### src/rtl/cs_pkg.sv
// Shared types and Q3.13 constants for the
// compressed-sensing frame controller.
package cs_pkg;

  localparam int CS_DW   = 16;
  localparam int CS_FRAC = 13;

  typedef enum logic [1:0] {
    IDLE,
    FEED,
    DRAIN,
    FLUSH
  } cs_ctrl_state_t;

endpackage

### src/rtl/cs_sync_fifo.sv
// Synchronous first-word-fall-through FIFO
// with clear; head is valid whenever !empty.
module cs_sync_fifo #(
  parameter  int DW    = 16,
  parameter  int DEPTH = 16,
  localparam int AW    = (DEPTH > 1) ? $clog2(DEPTH) : 1,
  localparam int CW    = $clog2(DEPTH + 1)
) (
  input  logic          clk,
  input  logic          rst,
  input  logic          push,
  input  logic          pop,
  input  logic          clear,
  input  logic [DW-1:0] din,
  output logic [DW-1:0] dout,
  output logic          full,
  output logic          empty,
  output logic [CW-1:0] count
);

  logic [DW-1:0] mem_q [DEPTH];
  logic [AW-1:0] wr_q, wr_d;
  logic [AW-1:0] rd_q, rd_d;
  logic [CW-1:0] cnt_q, cnt_d;
  logic          wr, rd;

  function automatic logic [AW-1:0] nxt(
    input logic [AW-1:0] p
  );
    return (p == AW'(DEPTH - 1)) ? '0 : p + AW'(1);
  endfunction

  assign full  = cnt_q == CW'(DEPTH);
  assign empty = cnt_q == '0;
  assign count = cnt_q;
  assign dout  = mem_q[rd_q];
  assign rd    = pop & ~empty;
  assign wr    = push & (~full | rd);

  always_comb begin
    wr_d  = wr ? nxt(wr_q) : wr_q;
    rd_d  = rd ? nxt(rd_q) : rd_q;
    cnt_d = cnt_q + CW'(wr) - CW'(rd);
    if (clear) begin
      wr_d  = '0;
      rd_d  = '0;
      cnt_d = '0;
    end
  end

  always_ff @(posedge clk) begin
    if (rst) begin
      wr_q  <= '0;
      rd_q  <= '0;
      cnt_q <= '0;
    end else begin
      wr_q  <= wr_d;
      rd_q  <= rd_d;
      cnt_q <= cnt_d;
    end
  end

  always_ff @(posedge clk) begin
    if (wr && !clear) begin
      mem_q[wr_q] <= din;
    end
  end

endmodule

### src/rtl/cs_frame_ctrl.sv
// Frame controller: feeds samples to the CS
// datapath, queues its results, streams them out.
module cs_frame_ctrl
  import cs_pkg::*;
#(
  parameter int N_SAMPLES = 64,
  parameter int M_MEAS    = 16,
  parameter int DW        = CS_DW,
  parameter int TIMEOUT   = 255
) (
  input  logic          clk,
  input  logic          rst,
  input  logic          start,
  input  logic          s_valid,
  input  logic [DW-1:0] s_data,
  output logic          s_ready,
  output logic          dp_en,
  output logic [DW-1:0] dp_d_in,
  input  logic [DW-1:0] dp_d_out,
  input  logic          dp_flag,
  output logic          m_valid,
  output logic [DW-1:0] m_data,
  output logic          m_last,
  input  logic          m_ready,
  output logic          busy,
  output logic          done,
  output logic          err_timeout
);

  localparam int SW = $clog2(N_SAMPLES + 1);
  localparam int RW = $clog2(M_MEAS + 1);
  localparam int TW = $clog2(TIMEOUT + 1);
  localparam logic [SW-1:0] S_LAST = SW'(N_SAMPLES - 1);
  localparam logic [RW-1:0] R_MAX  = RW'(M_MEAS);
  localparam logic [RW-1:0] R_LAST = RW'(M_MEAS - 1);
  localparam logic [TW-1:0] T_LAST = TW'(TIMEOUT - 1);

  cs_ctrl_state_t state_q, state_d;
  logic [SW-1:0]  smp_cnt_q, smp_cnt_d;
  logic [RW-1:0]  res_cnt_q, res_cnt_d;
  logic [RW-1:0]  pop_cnt_q, pop_cnt_d;
  logic [TW-1:0]  tmo_cnt_q, tmo_cnt_d;
  logic           err_q, err_d;
  logic           dp_en_q, dp_en_d;
  logic [DW-1:0]  dp_d_in_q, dp_d_in_d;
  logic           hs, push, pop, clr;
  logic           f_full, f_empty;
  logic [RW-1:0]  f_count;
  logic [DW-1:0]  f_head;

  assign s_ready     = state_q == FEED;
  assign hs          = s_valid & s_ready;
  assign push        = dp_flag
                     & ((state_q == FEED) | (state_q == DRAIN))
                     & (res_cnt_q != R_MAX) & ~f_full;
  assign m_valid     = f_count != '0;
  assign pop         = m_valid & m_ready;
  assign m_data      = m_valid ? f_head : '0;
  assign m_last      = m_valid & (pop_cnt_q == R_LAST);
  assign busy        = state_q != IDLE;
  assign done        = (state_q == FLUSH) & f_empty
                     & (pop_cnt_q == R_MAX);
  assign err_timeout = err_q;
  assign dp_en       = dp_en_q;
  assign dp_d_in     = dp_d_in_q;

  always_comb begin
    state_d   = state_q;
    smp_cnt_d = smp_cnt_q;
    res_cnt_d = res_cnt_q + RW'(push);
    pop_cnt_d = pop_cnt_q + RW'(pop);
    tmo_cnt_d = tmo_cnt_q;
    err_d     = err_q;
    clr       = 1'b0;
    dp_en_d   = hs;
    dp_d_in_d = hs ? s_data : dp_d_in_q;
    unique case (state_q)
      IDLE: begin
        if (start) begin
          state_d   = FEED;
          smp_cnt_d = '0;
          res_cnt_d = '0;
          pop_cnt_d = '0;
          tmo_cnt_d = '0;
          err_d     = 1'b0;
        end
      end
      FEED: begin
        if (hs) begin
          smp_cnt_d = smp_cnt_q + SW'(1);
          if (smp_cnt_q == S_LAST) begin
            state_d = DRAIN;
          end
        end
      end
      DRAIN: begin
        tmo_cnt_d = dp_flag ? '0 : tmo_cnt_q + TW'(1);
        // A completed result set wins over a timeout
        if (res_cnt_d == R_MAX) begin
          state_d = FLUSH;
        end else if (!dp_flag && tmo_cnt_q == T_LAST) begin
          err_d   = 1'b1;
          clr     = 1'b1;
          state_d = IDLE;
        end
      end
      FLUSH: begin
        if (done) begin
          state_d = IDLE;
        end
      end
      default: state_d = IDLE;
    endcase
  end

  always_ff @(posedge clk) begin
    if (rst) begin
      state_q   <= IDLE;
      smp_cnt_q <= '0;
      res_cnt_q <= '0;
      pop_cnt_q <= '0;
      tmo_cnt_q <= '0;
      err_q     <= 1'b0;
      dp_en_q   <= 1'b0;
      dp_d_in_q <= '0;
    end else begin
      state_q   <= state_d;
      smp_cnt_q <= smp_cnt_d;
      res_cnt_q <= res_cnt_d;
      pop_cnt_q <= pop_cnt_d;
      tmo_cnt_q <= tmo_cnt_d;
      err_q     <= err_d;
      dp_en_q   <= dp_en_d;
      dp_d_in_q <= dp_d_in_d;
    end
  end

  cs_sync_fifo #(
    .DW   (DW),
    .DEPTH(M_MEAS)
  ) u_res_fifo (
    .clk  (clk),
    .rst  (rst),
    .push (push),
    .pop  (pop),
    .clear(clr),
    .din  (dp_d_out),
    .dout (f_head),
    .full (f_full),
    .empty(f_empty),
    .count(f_count)
  );

endmodule

### config.mk
export PLATFORM = sky130hd
export DESIGN_NAME = cs_frame_ctrl
export DESIGN_NICKNAME = d
export VERILOG_FILES = /design/src/rtl/cs_pkg.sv /design/src/rtl/cs_sync_fifo.sv /design/src/rtl/cs_frame_ctrl.sv
export SDC_FILE = /design/constraint.sdc
export NUM_CORES = 1
export LEC_CHECK = 0
export CELL_PAD_IN_SITES_DETAIL_PLACEMENT = 2
export CELL_PAD_IN_SITES_GLOBAL_PLACEMENT = 2
export CORE_ASPECT_RATIO = 0.9
export CORE_MARGIN = 2
export CORE_UTILIZATION = 40
export CTS_BUF_LIST = sky130_fd_sc_hd__clkbuf_16
export CTS_CLUSTER_DIAMETER = 120
export DETAILED_ROUTE_END_ITERATION = 12
export GPL_TIMING_DRIVEN = 0
export HOLD_SLACK_MARGIN = 0.02
export PLACE_DENSITY = 0.74
export REMOVE_ABC_BUFFERS = 1
export SETUP_SLACK_MARGIN = 0.02
export SYNTH_ARGS = -nofsm -noshare
export SYNTH_HDL_FRONTEND = slang
export SYNTH_HIERARCHICAL = 1
export SYNTH_SLANG_ARGS = --single-unit
### constraint.sdc
create_clock -name clk -period 4.9 [get_ports clk]
set_clock_uncertainty 0.05 [all_clocks]
set_input_delay 0.98 -clock clk [delete_from_list [all_inputs] [get_ports clk]]
set_output_delay 0.98 -clock clk [all_outputs]
set_load 0.01 [all_outputs]
==> impl_metrics.json <==
{
  "clk_pin_slew_worst_paths_ns": 0.06,
  "rsz0062_at_grt": "yes",
  "final_util_pct": 48.9,
  "grt_max_degree": 56,
  "report.final.slew_viol_count": 0,
  "drive_above_1_share_pct": 17.7,
  "fin_crit_sh_pct": 94.3,
  "yosys_warnings": 6,
  "fin_nets": 925,
  "synth-main-ff-cell": "edfxtp_1",
  "r2r_setup_slack_ns": 0.50,
  "global_route.usage.met3_pct": 4.64,
  "synth.avg_cell_area_um2": 16.7,
  "diodes": 0,
  "critPathMaxFanout": 9,
  "hpwlAfterDp_um": 22600,
  "hold_start": "dp_d_in[14]$_SDFFE_PP0P_",
  "place_congestion": 0.732,
  "clock_latency_ns": 0.52,
  "hold_buffers": 0,
  "leakage_nw": 5.00,
  "critPathCaptureType": "register",
  "grt_pass1_vias": 8189,
  "drtIter0Drc": 459,
  "critPathKind": "in2reg",
  "die_x_um": 192,
  "min_to": "dp_d_in[14]$_SDFFE_PP0P_",
  "fmax_mhz": 217,
  "drt_first_pass_iters": 4,
  "drc_errors": 0,
  "status": "completed",
  "power.density_nw_per_um2": 479,
  "reg2regPathDepth": 12,
  "portBuffers": 76,
  "cts_tree": "done",
  "netlist_area_um2": 12800,
  "dr_total_vias": 7275,
  "rr_startpoint": "state_q[0]$_SDFFE_PP0P_",
  "root_buffer": "clkbuf_16",
  "grt_pass1_wl_um": 53500,
  "hold_viol": 0,
  "yosysSeqAreaShare_pct": 69.9,
  "timing.rr.end": "u_res_fifo/mem_q[9][10]$_DFFE_PP_",
  "synth_edf_count": 256,
  "dieArea_um2": 33400,
  "fp.coreArea_um2": 31700,
  "cts_sinks": 318,
  "power_mw": 7.41,
  "antenna_found_initial": 0,
  "worst_ir_drop_vdd_v": 0.000245,
  "async_reset_ff_share_pct": 0,
  "clock_tree.buffer_depth": 3,
  "setup_slack_ns": 0.281,
  "setup_violations": 0,
  "die_y_um": 174,
  "cts_buffers": 35,
  "min_path_cells": 2,
  "yosys_register_bits": 318,
  "worst-slew-pin-transition_ns": 1.24,
  "critPathLaunchType": "input port",
  "grt_busiest_layer": "met2",
  "grt.overflow.total": 0,
  "met2_usage_pct": 39.0,
  "drt.antenna.violating_nets": 0,
  "ys_types": 62,
  "cp.arrival_ns": 4.79,
  "crit_required_ns": 5.07,
  "drv_cap": 0,
  "post_drt_wl_per_cell_um": 27.1,
  "initial_utilization_pct": 40.4,
  "relSlewSlack_pct": 17.7,
  "vias_per_cell": 5.57,
  "syn_inst": 763,
  "htreeDepth": 2,
  "final.min_clock_period_ns": 4.62,
  "drt-total-wl_um": 35400,
  "io_pins": 77,
  "post-place-ws_ns": -0.971,
  "grt_util_met1_pct": 27.7,
  "areaGrowthSynthToFinish_pct": 21.0,
  "grt_use_total_pct": 21.9,
  "holdCritPathClass": "reg2reg",
  "rows": 62
}
worst max path at each step:
stage / start / end / slack [ns] / depth (start not counted)
2_1_floorplan: dp_flag / u_res_fifo/mem_q[7][0]$_DFFE_PP_ / 0.14 / 8
3_3_place_gp: dp_flag / u_res_fifo/mem_q[7][14]$_DFFE_PP_ / -2.94 / 9
3_5_place_dp: dp_flag / u_res_fifo/mem_q[6][14]$_DFFE_PP_ / -0.97 / 10
4_1_cts: dp_flag / u_res_fifo/mem_q[6][13]$_DFFE_PP_ / 0.002 / 10
5_1_grt: dp_flag / u_res_fifo/mem_q[1][10]$_DFFE_PP_ / 0.006 / 10
6_report: dp_flag / u_res_fifo/mem_q[9][10]$_DFFE_PP_ / 0.28 / 11
kinds of logic after synthesis:
kind of cell    synth area share [%]
flops                           69.9
fa+ha+maj                       2.21
xor+xnor                        1.30
simple gates                    8.23
compound gates                  4.73
buf+inv                         1.87
mux                             11.8
cells in the mapped netlist (all sizes together) (13+ instances only):
| cell | number | share of area [%] |
|---|---|---|
| inv | 17 | 0.50 |
| mux4 | 64 | 12 |
| a22oi | 32 | 1.9 |
| nor2b | 24 | 1.2 |
| nor2 | 34 | 1.0 |
| buf | 20 | 1.0 |
| nand2 | 67 | 2.0 |
| edfxtp | 256 | 60 |
| and2 | 15 | 0.73 |
| ha | 21 | 2.1 |
| nand3 | 13 | 0.51 |
| dfxtp | 62 | 9.7 |
| a21oi | 34 | 1.3 |
state kept, by name, summed over array words and instances, names as in the netlist, named ones only:
name	cells
err_timeout	1
u_res_fifo/wr_q	4
tmo_cnt_q	8
state_q	2
smp_cnt_q	7
dp_d_in	16
pop_cnt_q	5
u_res_fifo/rd_q	4
res_cnt_q	5
u_res_fifo/mem_q	256
u_res_fifo/count	5
dp_en	1
layout by cell type, fill, tap and decap left out, types with 4 or more instances in the layout:
| master | Yosys | final |
|---|---|---|
| a21oi_1 | 34 | 34 |
| a22oi_1 | 32 | 32 |
| and2_1 | 15 | 8 |
| and2_4 | 0 | 7 |
| and4_1 | 4 | 4 |
| buf_12 | 0 | 4 |
| buf_16 | 0 | 7 |
| buf_4 | 3 | 4 |
| clkbuf_16 | 0 | 36 |
| clkdlybuf4s50_1 | 0 | 75 |
| clkinv_1 | 1 | 8 |
| clkinv_2 | 0 | 6 |
| dfxtp_1 | 62 | 60 |
| edfxtp_1 | 256 | 256 |
| ha_1 | 21 | 21 |
| inv_1 | 16 | 19 |
| mux4_1 | 11 | 11 |
| mux4_2 | 53 | 53 |
| nand2_1 | 67 | 67 |
| nand3_1 | 13 | 13 |
| nor2_1 | 33 | 31 |
| nor2b_1 | 24 | 22 |
| nor3_1 | 5 | 4 |
| o21ai_0 | 4 | 4 |
| or3_1 | 7 | 7 |
| xnor2_1 | 8 | 8 |
| xor2_1 | 11 | 11 |
where the power goes:
part / internal (mW) / switching (mW)
clock: 1.49 / 1.08
sequential: 3.04 / 0.129
combinational: 0.842 / 0.828
through the flow:
stage	instances	instance area, um^2	TNS, ns	hold WS [ns]
after floorplan	732	12600	0	0.400
after global placement	1224	13900	-284.16	0.394
after detailed placement	1238	14200	-171.57	0.404
after CTS	1302	15400	0	0.416
after global routing	1305	15500	0	0.439
final	1305	15500	0	0.415
area by class of cell:
| type | instances | area [um^2] |
|---|---|---|
| Sequential cell | 318 | 8940 |
| Tap cell | 416 | 520 |
| Inverter | 18 | 67.6 |
| Clock inverter | 25 | 209 |
| Clock buffer | 36 | 901 |
| Timing Repair Buffer | 96 | 1120 |
| Multi-Input combinational cell | 396 | 3710 |
| Fill cell | 2890 | 16200 |
worst max-delay path: stages:
cell and delay (ns):
clkdlybuf4s50_1 0.52, nand2_1 0.08, a211oi_1 0.41, ha_1 0.31
ha_1 0.27, or2_1 0.24, o311ai_1 0.48, nor2_1 0.34
or3b_4 0.58, nor3b_4 0.36, buf_16 0.20
routing by layer:
layer  vias to the layer above  wire (um)
li1                       3181          -
met1                      3852      14400
met2                       191      18600
met3                        51       1870
met4                         0        559
met5                         -          0
timing repair:
item / in CTS / in global routing
pin swaps: 3 / 2
setup buffers: 3 / 3
resized for setup: 11 / 12
setup endpoints to repair: 199 / 192
(Power assumes the default switching activity.)
